## src/rtl/rpn_pkg.sv

```systemverilog
// rpn_pkg
// Shared constants for the parametrised RPN core (nucleo_rpn_param) and its
// operand stack (pilha_rpn): opcodes, FSM state encoding, error cause codes,
// and a helper that classifies opcodes by how many stack operands they consume.
// Optional feature macro used by the core: RPN_MUL_EN (opcode 111 = MUL).
// No ports (package).
package rpn_pkg;

  // Opcodes carried on the 3-bit 'operacao' input
  localparam logic [2:0] OP_SOMA = 3'b000;
  localparam logic [2:0] OP_SUB  = 3'b001;
  localparam logic [2:0] OP_AND  = 3'b010;
  localparam logic [2:0] OP_OR   = 3'b011;
  localparam logic [2:0] OP_XOR  = 3'b100;
  localparam logic [2:0] OP_NOT  = 3'b101;
  localparam logic [2:0] OP_DUP  = 3'b110;
  localparam logic [2:0] OP_MUL  = 3'b111;

  // Control FSM states
  typedef enum logic [1:0] {
    OCIOSO  = 2'd0,
    BUSCA   = 2'd1,
    CALCULA = 2'd2,
    ESCREVE = 2'd3
  } estado_t;

  // Error causes reported on erro_codigo
  localparam logic [2:0] ERR_NENHUM  = 3'd0;
  localparam logic [2:0] ERR_CHEIA   = 3'd1;
  localparam logic [2:0] ERR_VAZIA   = 3'd2;
  localparam logic [2:0] ERR_ILEGAL  = 3'd3;
  localparam logic [2:0] ERR_OCUPADO = 3'd4;

  // Binary operations pop two operands and push one result
  function automatic logic ehBinario(input logic [2:0] op);
    return (op <= OP_XOR) || (op == OP_MUL);
  endfunction

endpackage

```

## src/rtl/pilha_rpn.sv

```systemverilog
// pilha_rpn
// Register-array operand stack. Entry 0 is the bottom; the top lives at
// index profundidade-1. Only one update per cycle, chosen in this order:
// push, pop+replace (binary op result), replace (unary op result), pop.
// Ports:
//   clk_i, reset_i      clock, synchronous active-high reset
//   limpar_i            synchronous clear (empties the stack)
//   empilhar_i          push dado_i
//   desempilhar_i       pop one entry (with substituir_i: the new top is overwritten)
//   substituir_i        overwrite the current top with dado_i
//   dado_i              data for push/replace
//   topo_o, segundo_o   top and entry below top (0 when not present)
//   profundidade_o      current entry count
module pilha_rpn #(
  parameter int WIDTH = 8,
  parameter int DEPTH = 4
) (
  input  logic                         clk_i,
  input  logic                         reset_i,
  input  logic                         limpar_i,
  input  logic                         empilhar_i,
  input  logic                         desempilhar_i,
  input  logic                         substituir_i,
  input  logic [WIDTH-1:0]             dado_i,
  output logic [WIDTH-1:0]             topo_o,
  output logic [WIDTH-1:0]             segundo_o,
  output logic [$clog2(DEPTH+1)-1:0]   profundidade_o
);

  localparam int PW = $clog2(DEPTH+1);

  logic [WIDTH-1:0] mem_q [DEPTH];
  logic [PW-1:0]    profundidade_q, profundidade_d;
  logic             escreve;
  int               indiceEscrita;
  int               profInt;

  assign profInt = int'(profundidade_q);

  // Decide which slot (if any) gets written and how the depth moves.
  // The guards make impossible requests (push when full, pop when empty) no-ops.
  always_comb begin
    escreve        = 1'b0;
    indiceEscrita  = 0;
    profundidade_d = profundidade_q;
    if (empilhar_i && profInt < DEPTH) begin
      escreve        = 1'b1;
      indiceEscrita  = profInt;
      profundidade_d = profundidade_q + 1'b1;
    end else if (desempilhar_i && substituir_i && profInt >= 2) begin
      escreve        = 1'b1;
      indiceEscrita  = profInt - 2;
      profundidade_d = profundidade_q - 1'b1;
    end else if (substituir_i && profInt >= 1) begin
      escreve        = 1'b1;
      indiceEscrita  = profInt - 1;
    end else if (desempilhar_i && profInt >= 1) begin
      profundidade_d = profundidade_q - 1'b1;
    end
  end

  // Read-out mux: stale entries above the depth are never exposed.
  always_comb begin
    topo_o    = '0;
    segundo_o = '0;
    for (int i = 0; i < DEPTH; i++) begin
      if (i == profInt - 1) topo_o = mem_q[i];
      if (i == profInt - 2) segundo_o = mem_q[i];
    end
  end

  // Storage and depth register; clear wipes the array as well as the depth.
  always_ff @(posedge clk_i) begin
    if (reset_i || limpar_i) begin
      profundidade_q <= '0;
      for (int i = 0; i < DEPTH; i++) mem_q[i] <= '0;
    end else begin
      profundidade_q <= profundidade_d;
      for (int i = 0; i < DEPTH; i++) begin
        if (escreve && i == indiceEscrita) mem_q[i] <= dado_i;
      end
    end
  end

  assign profundidade_o = profundidade_q;

endmodule

```

## src/rtl/nucleo_rpn_param.sv

```systemverilog
// nucleo_rpn_param
// Clocked RPN calculator core: operand stack (pilha_rpn), ALU and control FSM.
// A legal 'executar' walks OCIOSO -> BUSCA -> CALCULA -> ESCREVE -> OCIOSO;
// pronto and the new stack top appear together three clocks after the strobe
// is sampled. Rejected commands pulse erro for one cycle and latch the cause
// in erro_codigo.
// Optional feature macro: RPN_MUL_EN -- when defined, opcode 111 is a
// combinational WIDTHxWIDTH multiply (low half kept); when undefined,
// opcode 111 is rejected as illegal and no multiplier exists.
// Ports:
//   CLOCK_50, reset          clock, synchronous active-high reset
//   limpar                   clear stack and flags, abort any operation
//   empilhar, entrada        push strobe and operand
//   executar, operacao       operation strobe and opcode
//   ocupado, pronto          FSM busy, 1-cycle result-written pulse
//   topo, segundo            top of stack and entry below it
//   profundidade             entry count
//   zero, carry_out, overflow  flags of the last completed operation
//   erro, erro_codigo        1-cycle reject pulse and held cause
module nucleo_rpn_param
  import rpn_pkg::*;
#(
  parameter int WIDTH = 8,
  parameter int DEPTH = 4
) (
  input  logic                        CLOCK_50,
  input  logic                        reset,
  input  logic                        limpar,
  input  logic                        empilhar,
  input  logic [WIDTH-1:0]            entrada,
  input  logic                        executar,
  input  logic [2:0]                  operacao,
  output logic                        ocupado,
  output logic                        pronto,
  output logic [WIDTH-1:0]            topo,
  output logic [WIDTH-1:0]            segundo,
  output logic [$clog2(DEPTH+1)-1:0]  profundidade,
  output logic                        zero,
  output logic                        carry_out,
  output logic                        overflow,
  output logic                        erro,
  output logic [2:0]                  erro_codigo
);

  estado_t          estado_q, estado_d;
  logic [2:0]       opcode_q;
  logic [WIDTH-1:0] opA_q, opB_q, resultado_q;
  logic             zeroCalc_q, carryCalc_q, ovfCalc_q;
  logic             zero_q, carry_q, ovf_q;
  logic             pronto_q, pronto_d;
  logic             erro_q, erro_d;
  logic [2:0]       erroCodigo_q, erroCodigo_d;

  logic [2:0]       codigoPrecheck;
  logic             capturaOp;
  logic             pilhaEmpilha, pilhaDesempilha, pilhaSubstitui;
  logic [WIDTH-1:0] pilhaDado;
  logic [WIDTH-1:0] aluResultado;
  logic             aluCarry, aluOvf;
  logic [WIDTH:0]   somaExt, subExt;
`ifdef RPN_MUL_EN
  logic [2*WIDTH-1:0] produto;
`endif
  int               profInt;

  assign profInt = int'(profundidade);

  pilha_rpn #(
    .WIDTH (WIDTH),
    .DEPTH (DEPTH)
  ) uPilha (
    .clk_i          (CLOCK_50),
    .reset_i        (reset),
    .limpar_i       (limpar),
    .empilhar_i     (pilhaEmpilha),
    .desempilhar_i  (pilhaDesempilha),
    .substituir_i   (pilhaSubstitui),
    .dado_i         (pilhaDado),
    .topo_o         (topo),
    .segundo_o      (segundo),
    .profundidade_o (profundidade)
  );

  // Operand-count check done in OCIOSO before an operation is accepted.
  // The illegal-opcode check is applied last so it wins over depth causes.
  always_comb begin
    codigoPrecheck = ERR_NENHUM;
    if (ehBinario(operacao)) begin
      if (profInt < 2) codigoPrecheck = ERR_VAZIA;
    end else begin
      if (profInt == 0) codigoPrecheck = ERR_VAZIA;
      else if (operacao == OP_DUP && profInt == DEPTH) codigoPrecheck = ERR_CHEIA;
    end
`ifndef RPN_MUL_EN
    if (operacao == OP_MUL) codigoPrecheck = ERR_ILEGAL;
`endif
  end

  // ALU on the operands registered in BUSCA (A = second, B = top).
  // Signed overflow: SOMA when operand signs match and the result sign differs;
  // SUB when operand signs differ and the result sign differs from A.
  always_comb begin
    somaExt = {1'b0, opA_q} + {1'b0, opB_q};
    subExt  = {1'b0, opA_q} - {1'b0, opB_q};
`ifdef RPN_MUL_EN
    produto = {{WIDTH{1'b0}}, opA_q} * {{WIDTH{1'b0}}, opB_q};
`endif
    aluResultado = '0;
    aluCarry     = 1'b0;
    aluOvf       = 1'b0;
    case (opcode_q)
      OP_SOMA: begin
        aluResultado = somaExt[WIDTH-1:0];
        aluCarry     = somaExt[WIDTH];
        aluOvf       = (opA_q[WIDTH-1] == opB_q[WIDTH-1]) &&
                       (somaExt[WIDTH-1] != opA_q[WIDTH-1]);
      end
      OP_SUB: begin
        aluResultado = subExt[WIDTH-1:0];
        aluCarry     = subExt[WIDTH];
        aluOvf       = (opA_q[WIDTH-1] != opB_q[WIDTH-1]) &&
                       (subExt[WIDTH-1] != opA_q[WIDTH-1]);
      end
      OP_AND:  aluResultado = opA_q & opB_q;
      OP_OR:   aluResultado = opA_q | opB_q;
      OP_XOR:  aluResultado = opA_q ^ opB_q;
      OP_NOT:  aluResultado = ~opB_q;
      OP_DUP:  aluResultado = opB_q;
`ifdef RPN_MUL_EN
      OP_MUL: begin
        aluResultado = produto[WIDTH-1:0];
        aluCarry     = |produto[2*WIDTH-1:WIDTH];
      end
`endif
      default: aluResultado = '0;
    endcase
  end

  // Control FSM next state, command acceptance and stack commands.
  // limpar overrides everything; while busy, executar/empilhar are refused.
  always_comb begin
    estado_d        = estado_q;
    erro_d          = 1'b0;
    erroCodigo_d    = erroCodigo_q;
    pronto_d        = 1'b0;
    capturaOp       = 1'b0;
    pilhaEmpilha    = 1'b0;
    pilhaDesempilha = 1'b0;
    pilhaSubstitui  = 1'b0;
    pilhaDado       = entrada;
    if (limpar) begin
      estado_d = OCIOSO;
    end else begin
      case (estado_q)
        OCIOSO: begin
          if (executar) begin
            if (codigoPrecheck != ERR_NENHUM) begin
              erro_d       = 1'b1;
              erroCodigo_d = codigoPrecheck;
            end else begin
              capturaOp = 1'b1;
              estado_d  = BUSCA;
              if (empilhar) begin
                erro_d       = 1'b1;
                erroCodigo_d = ERR_OCUPADO;
              end
            end
          end else if (empilhar) begin
            if (profInt >= DEPTH) begin
              erro_d       = 1'b1;
              erroCodigo_d = ERR_CHEIA;
            end else begin
              pilhaEmpilha = 1'b1;
            end
          end
        end
        BUSCA:   estado_d = CALCULA;
        CALCULA: estado_d = ESCREVE;
        ESCREVE: begin
          estado_d  = OCIOSO;
          pronto_d  = 1'b1;
          pilhaDado = resultado_q;
          if (opcode_q == OP_DUP) begin
            pilhaEmpilha = 1'b1;
          end else if (opcode_q == OP_NOT) begin
            pilhaSubstitui = 1'b1;
          end else begin
            pilhaDesempilha = 1'b1;
            pilhaSubstitui  = 1'b1;
          end
        end
        default: estado_d = OCIOSO;
      endcase
      if (estado_q != OCIOSO && (executar || empilhar)) begin
        erro_d       = 1'b1;
        erroCodigo_d = ERR_OCUPADO;
      end
    end
  end

  // State, operand/result staging and output flag registers. Flags become
  // visible together with pronto, when the result lands on the stack.
  always_ff @(posedge CLOCK_50) begin
    if (reset) begin
      estado_q     <= OCIOSO;
      opcode_q     <= '0;
      opA_q        <= '0;
      opB_q        <= '0;
      resultado_q  <= '0;
      zeroCalc_q   <= 1'b0;
      carryCalc_q  <= 1'b0;
      ovfCalc_q    <= 1'b0;
      zero_q       <= 1'b0;
      carry_q      <= 1'b0;
      ovf_q        <= 1'b0;
      pronto_q     <= 1'b0;
      erro_q       <= 1'b0;
      erroCodigo_q <= ERR_NENHUM;
    end else begin
      estado_q     <= estado_d;
      pronto_q     <= pronto_d;
      erro_q       <= erro_d;
      erroCodigo_q <= erroCodigo_d;
      if (capturaOp) opcode_q <= operacao;
      if (estado_q == BUSCA) begin
        opA_q <= segundo;
        opB_q <= topo;
      end
      if (estado_q == CALCULA) begin
        resultado_q <= aluResultado;
        zeroCalc_q  <= (aluResultado == '0);
        carryCalc_q <= aluCarry;
        ovfCalc_q   <= aluOvf;
      end
      if (limpar) begin
        zero_q  <= 1'b0;
        carry_q <= 1'b0;
        ovf_q   <= 1'b0;
      end else if (pronto_d) begin
        zero_q  <= zeroCalc_q;
        carry_q <= carryCalc_q;
        ovf_q   <= ovfCalc_q;
      end
    end
  end

  assign ocupado     = (estado_q != OCIOSO);
  assign pronto      = pronto_q;
  assign zero        = zero_q;
  assign carry_out   = carry_q;
  assign overflow    = ovf_q;
  assign erro        = erro_q;
  assign erro_codigo = erroCodigo_q;

endmodule

```

## config.mk

```make
export PLATFORM = sky130hd
export DESIGN_NAME = nucleo_rpn_param
export DESIGN_NICKNAME = d
export VERILOG_FILES = /design/src/rtl/rpn_pkg.sv /design/src/rtl/pilha_rpn.sv /design/src/rtl/nucleo_rpn_param.sv
export SDC_FILE = /design/constraint.sdc
export NUM_CORES = 1
export LEC_CHECK = 0
export BUFFER_PORTS_ARGS = -buffer_cell sky130_fd_sc_hd__buf_2
export CAP_MARGIN = 10
export CORE_MARGIN = 10
export CORE_UTILIZATION = 40
export CTS_CLUSTER_DIAMETER = 100
export DETAILED_ROUTE_END_ITERATION = 8
export GPL_ROUTABILITY_DRIVEN = 0
export PLACE_DENSITY = 0.68
export SYNTH_ARGS = -nofsm -noshare
export SYNTH_HDL_FRONTEND = slang
export SYNTH_HIERARCHICAL = 1
export SYNTH_SLANG_ARGS = --single-unit
```

## constraint.sdc

```tcl
create_clock -name CLOCK_50 -period 3.88 [get_ports CLOCK_50]
set_clock_uncertainty 0.15 [all_clocks]
set_input_delay 0.194 -clock CLOCK_50 [delete_from_list [all_inputs] [get_ports CLOCK_50]]
set_output_delay 0.194 -clock CLOCK_50 [all_outputs]
set_load 0.01 [all_outputs]
```

==> flow_summary_export.csv <==
group,metric,value,unit
placed_design,post_dp_cell_area,5776,sq um
floorplan,die-area,18670,sq um
sta,setup_viol,0,
grt,grt_overflow,0,
yosys,netlist.area_leader.share,17.66,%
grt,antenna_found_initial,0,
cts,cts.clk_slew.worst_paths,0.06,ns
grt,track_usage,16.52,%
yosys,synth_area,5443,sq um
routing,drt_iter0_markers,450,
cells_and_area,final_cells,814,
sta,final-max-slew-violation-count,0,
grt,use_met2,25.58,%
cts,clkSinkCount,75,
grt,grt_start_max_net_pins,38,
yosys,yosys-top-cells-count,"64 x nor2_1, 43 x dfxtp_1, 42 x a21oi_1",
routing,detail_route.first_pass.iterations,5,
power,p_leak,2.383,nW
worst_setup_path,crit_arrival,3.17,ns
sta,rsz0062_at_grt,"false",
grt,grt_use_met1,22.42,%
yosys,yosysWarningCount,6,
yosys,synth_most_common_cell,"nor2_1",
cts,cts_resized,0,
cts,htreeDepth,3,
yosys,synth_top_flop_cell,"dfxtp_1",
sta,fin_tns_setup,0,ns
cells_and_area,n_antenna_cell,0,
power,power,1.953,mW
sta,timing.final.crit_period,3.513,ns
worst_setup_path,cp_data_required_time,3.54,ns
job,cap_viol_max_count,0,
yosys,syn_nets,661,
yosys,syn_inst,603,
yosys,yosysSeqAreaShare,33.47,%
floorplan,pin_count,44,
floorplan,core_area,13300,sq um
placed_design,portBuffers,43,
routing,wirelength,15180,um
sta,slew_headroom,35.41,%
cts,cts_buffers,9,
floorplan,die_w,136.7,um
floorplan,initial_core_util,40.94,%
routing,drtAntennaViolNets,0,
sta,worst_pin_slew,0.9689,ns
grt,grt_pass1_wl,24810,um
worst_setup_path,critical_path_class,"reg -> out",
cts,cts_hold_repair.buffers,0,
yosys,syn_area_per_cell,9.026,sq um
cells_and_area,final_cell_area,6112,sq um
yosys,synth_seq_cells,75,
cts,clock_latency,0.34,ns
cts,cts-root-buf,"clkbuf_16",
hold_path,hold_path.class,"in -> reg",
floorplan,die_h,136.7,um
cts,cts_max_path_buffers,2,
worst_setup_path,reg2reg_depth,8,
worst_setup_path,end_kind,"output port",
worst_setup_path,crit_fanout,12,
routing,route.detailed.drc,0,
cells_and_area,finish.utilization,45.97,%
hold_path,whs_path_depth,3,
sta,max_freq,0.2847,GHz
cells_and_area,drive_gt1_share,16.46,%
yosys,yosysUniqueCellTypes,77,
routing,wl_per_cell,18.64,um
yosys,synth-edff-count,32,
routing,vias_per_cell,5.919,
grt,grt.busiest_layer,"met2",
placed_design,dp_hpwl,11760,um
cells_and_area,finalNetCount,691,
routing,vias,4818,
sta,period_share,90.54,%
power,ir_drop,189.1,uV
grt,grt_pass1_vias,4745,
yosys,synthTopCellsByArea,"edfxtp_1 18%, dfxtp_1 16%, ha_1 9.0%",
yosys,yosysTopAreaCell,"edfxtp_1",
yosys,async_reset_ff_share,0,%
outcome,status,"completed",
cts,cts_tree,"done",
worst_setup_path,crit_path_start_kind,"register",
grt,met3_usage,3.446,%
cells_and_area,areaGrowthSynthToFinish,12.30,%
power,powerDensity,319.6,nW/um^2
floorplan,fp-row-count,42,
cts,postCtsSetupBuffers,0,
sta,final_hold_viol_count,0,
placed_design,dpl.cell_count,798,
## final timing paths
path / start / endpoint / slack [ns]
worst min-delay path: operacao[0] / opcode_q[0]$_SDFFE_PP0P_ / 0.01
worst max register to register: uPilha/profundidade_o[0]$_SDFFE_PP0P_ / uPilha/mem_q[2][2]$_SDFFCE_PN0P_ / 0.39
worst max-delay path: uPilha/profundidade_o[0]$_SDFFE_PP0P_ / segundo[5] / 0.37
worst min register to register: resultado_q[2]$_SDFFE_PP0P_ / resultado_q[2]$_SDFFE_PP0P_ / 0.33
## state kept, by name, indices dropped and copies added (netlist names)
register               cells
carry_out                  1
opB_q                      8
uPilha/mem_q              32
carryCalc_q                1
ovfCalc_q                  1
overflow                   1
zeroCalc_q                 1
opcode_q                   3
opA_q                      8
erro                       1
estado_q                   2
erro_codigo                3
pronto                     1
uPilha/profundidade_o      3
zero                       1
resultado_q                8
## layout make-up
class	instances	area, sq um
tap	176	220.2
sequential	75	1822
multi-input combinational	457	3308
inverter	38	142.6
clock buffer	11	255.2
clock inverter	5	81.33
fill	1252	7183
timing repair buffer	52	282.8
## logic make-up (layout without fill, tap and decap cells)
family          after synthesis  in the layout  share of synthesized area (%)
flops                        75             75                          33.47
xor+xnor                      1              1                         0.1609
mux                          45             45                          8.690
simple gates                219            219                          20.69
buf+inv                      71            106                          5.747
fa+ha+maj                    42             42                          10.07
compound gates              150            150                          21.17
## layer usage
layer,up-vias,share of wire [%]
li1,2280,-
met1,2291,47
met2,220,44
met3,27,7.4
met4,0,2.0
met5,-,0
## power breakdown
part           leakage (nW)  internal (mW)  switching [mW]
Clock                 0.169          0.607           0.333
Combinational          1.51         0.0582          0.0994
Sequential            0.704          0.841          0.0156
Total                  2.38           1.51           0.447
## worst max-delay path, stage by stage, from the launching register on
cell      delay (ns)
dfxtp_1         0.46
inv_1           0.33
ha_1            0.47
nor2b_1         0.61
a221oi_1        0.17
nor3_1          0.21
a21oi_1         0.08
nor2b_1         0.29
buf_2           0.20
## metrics by stage
stage | hold slack, ns | setup slack [ns]
final | 0.01158 | 0.3670
after detailed placement | 0.3172 | 0.4356
after global placement | 0.3130 | 0.5052
after CTS | 0.0004317 | 0.4442
after global routing | 0.03276 | 0.1558
after floorplan | 0.1879 | 0.3937
## cell usage in the layout, fill, tap and decap left out, drive strengths merged, types with 9 or more instances in the layout
master  instances
a211oi         15
a21oi          43
a221oi         17
and3           18
buf            52
clkbuf         11
dfxtp          43
edfxtp         32
ha             39
inv            40
mux2           15
mux2i          30
nand2          26
nand2b         11
nand3           9
nor2           65
nor2b          41
nor3           34
o21ai          13
Note: power is estimated with default switching activity, not from simulation.
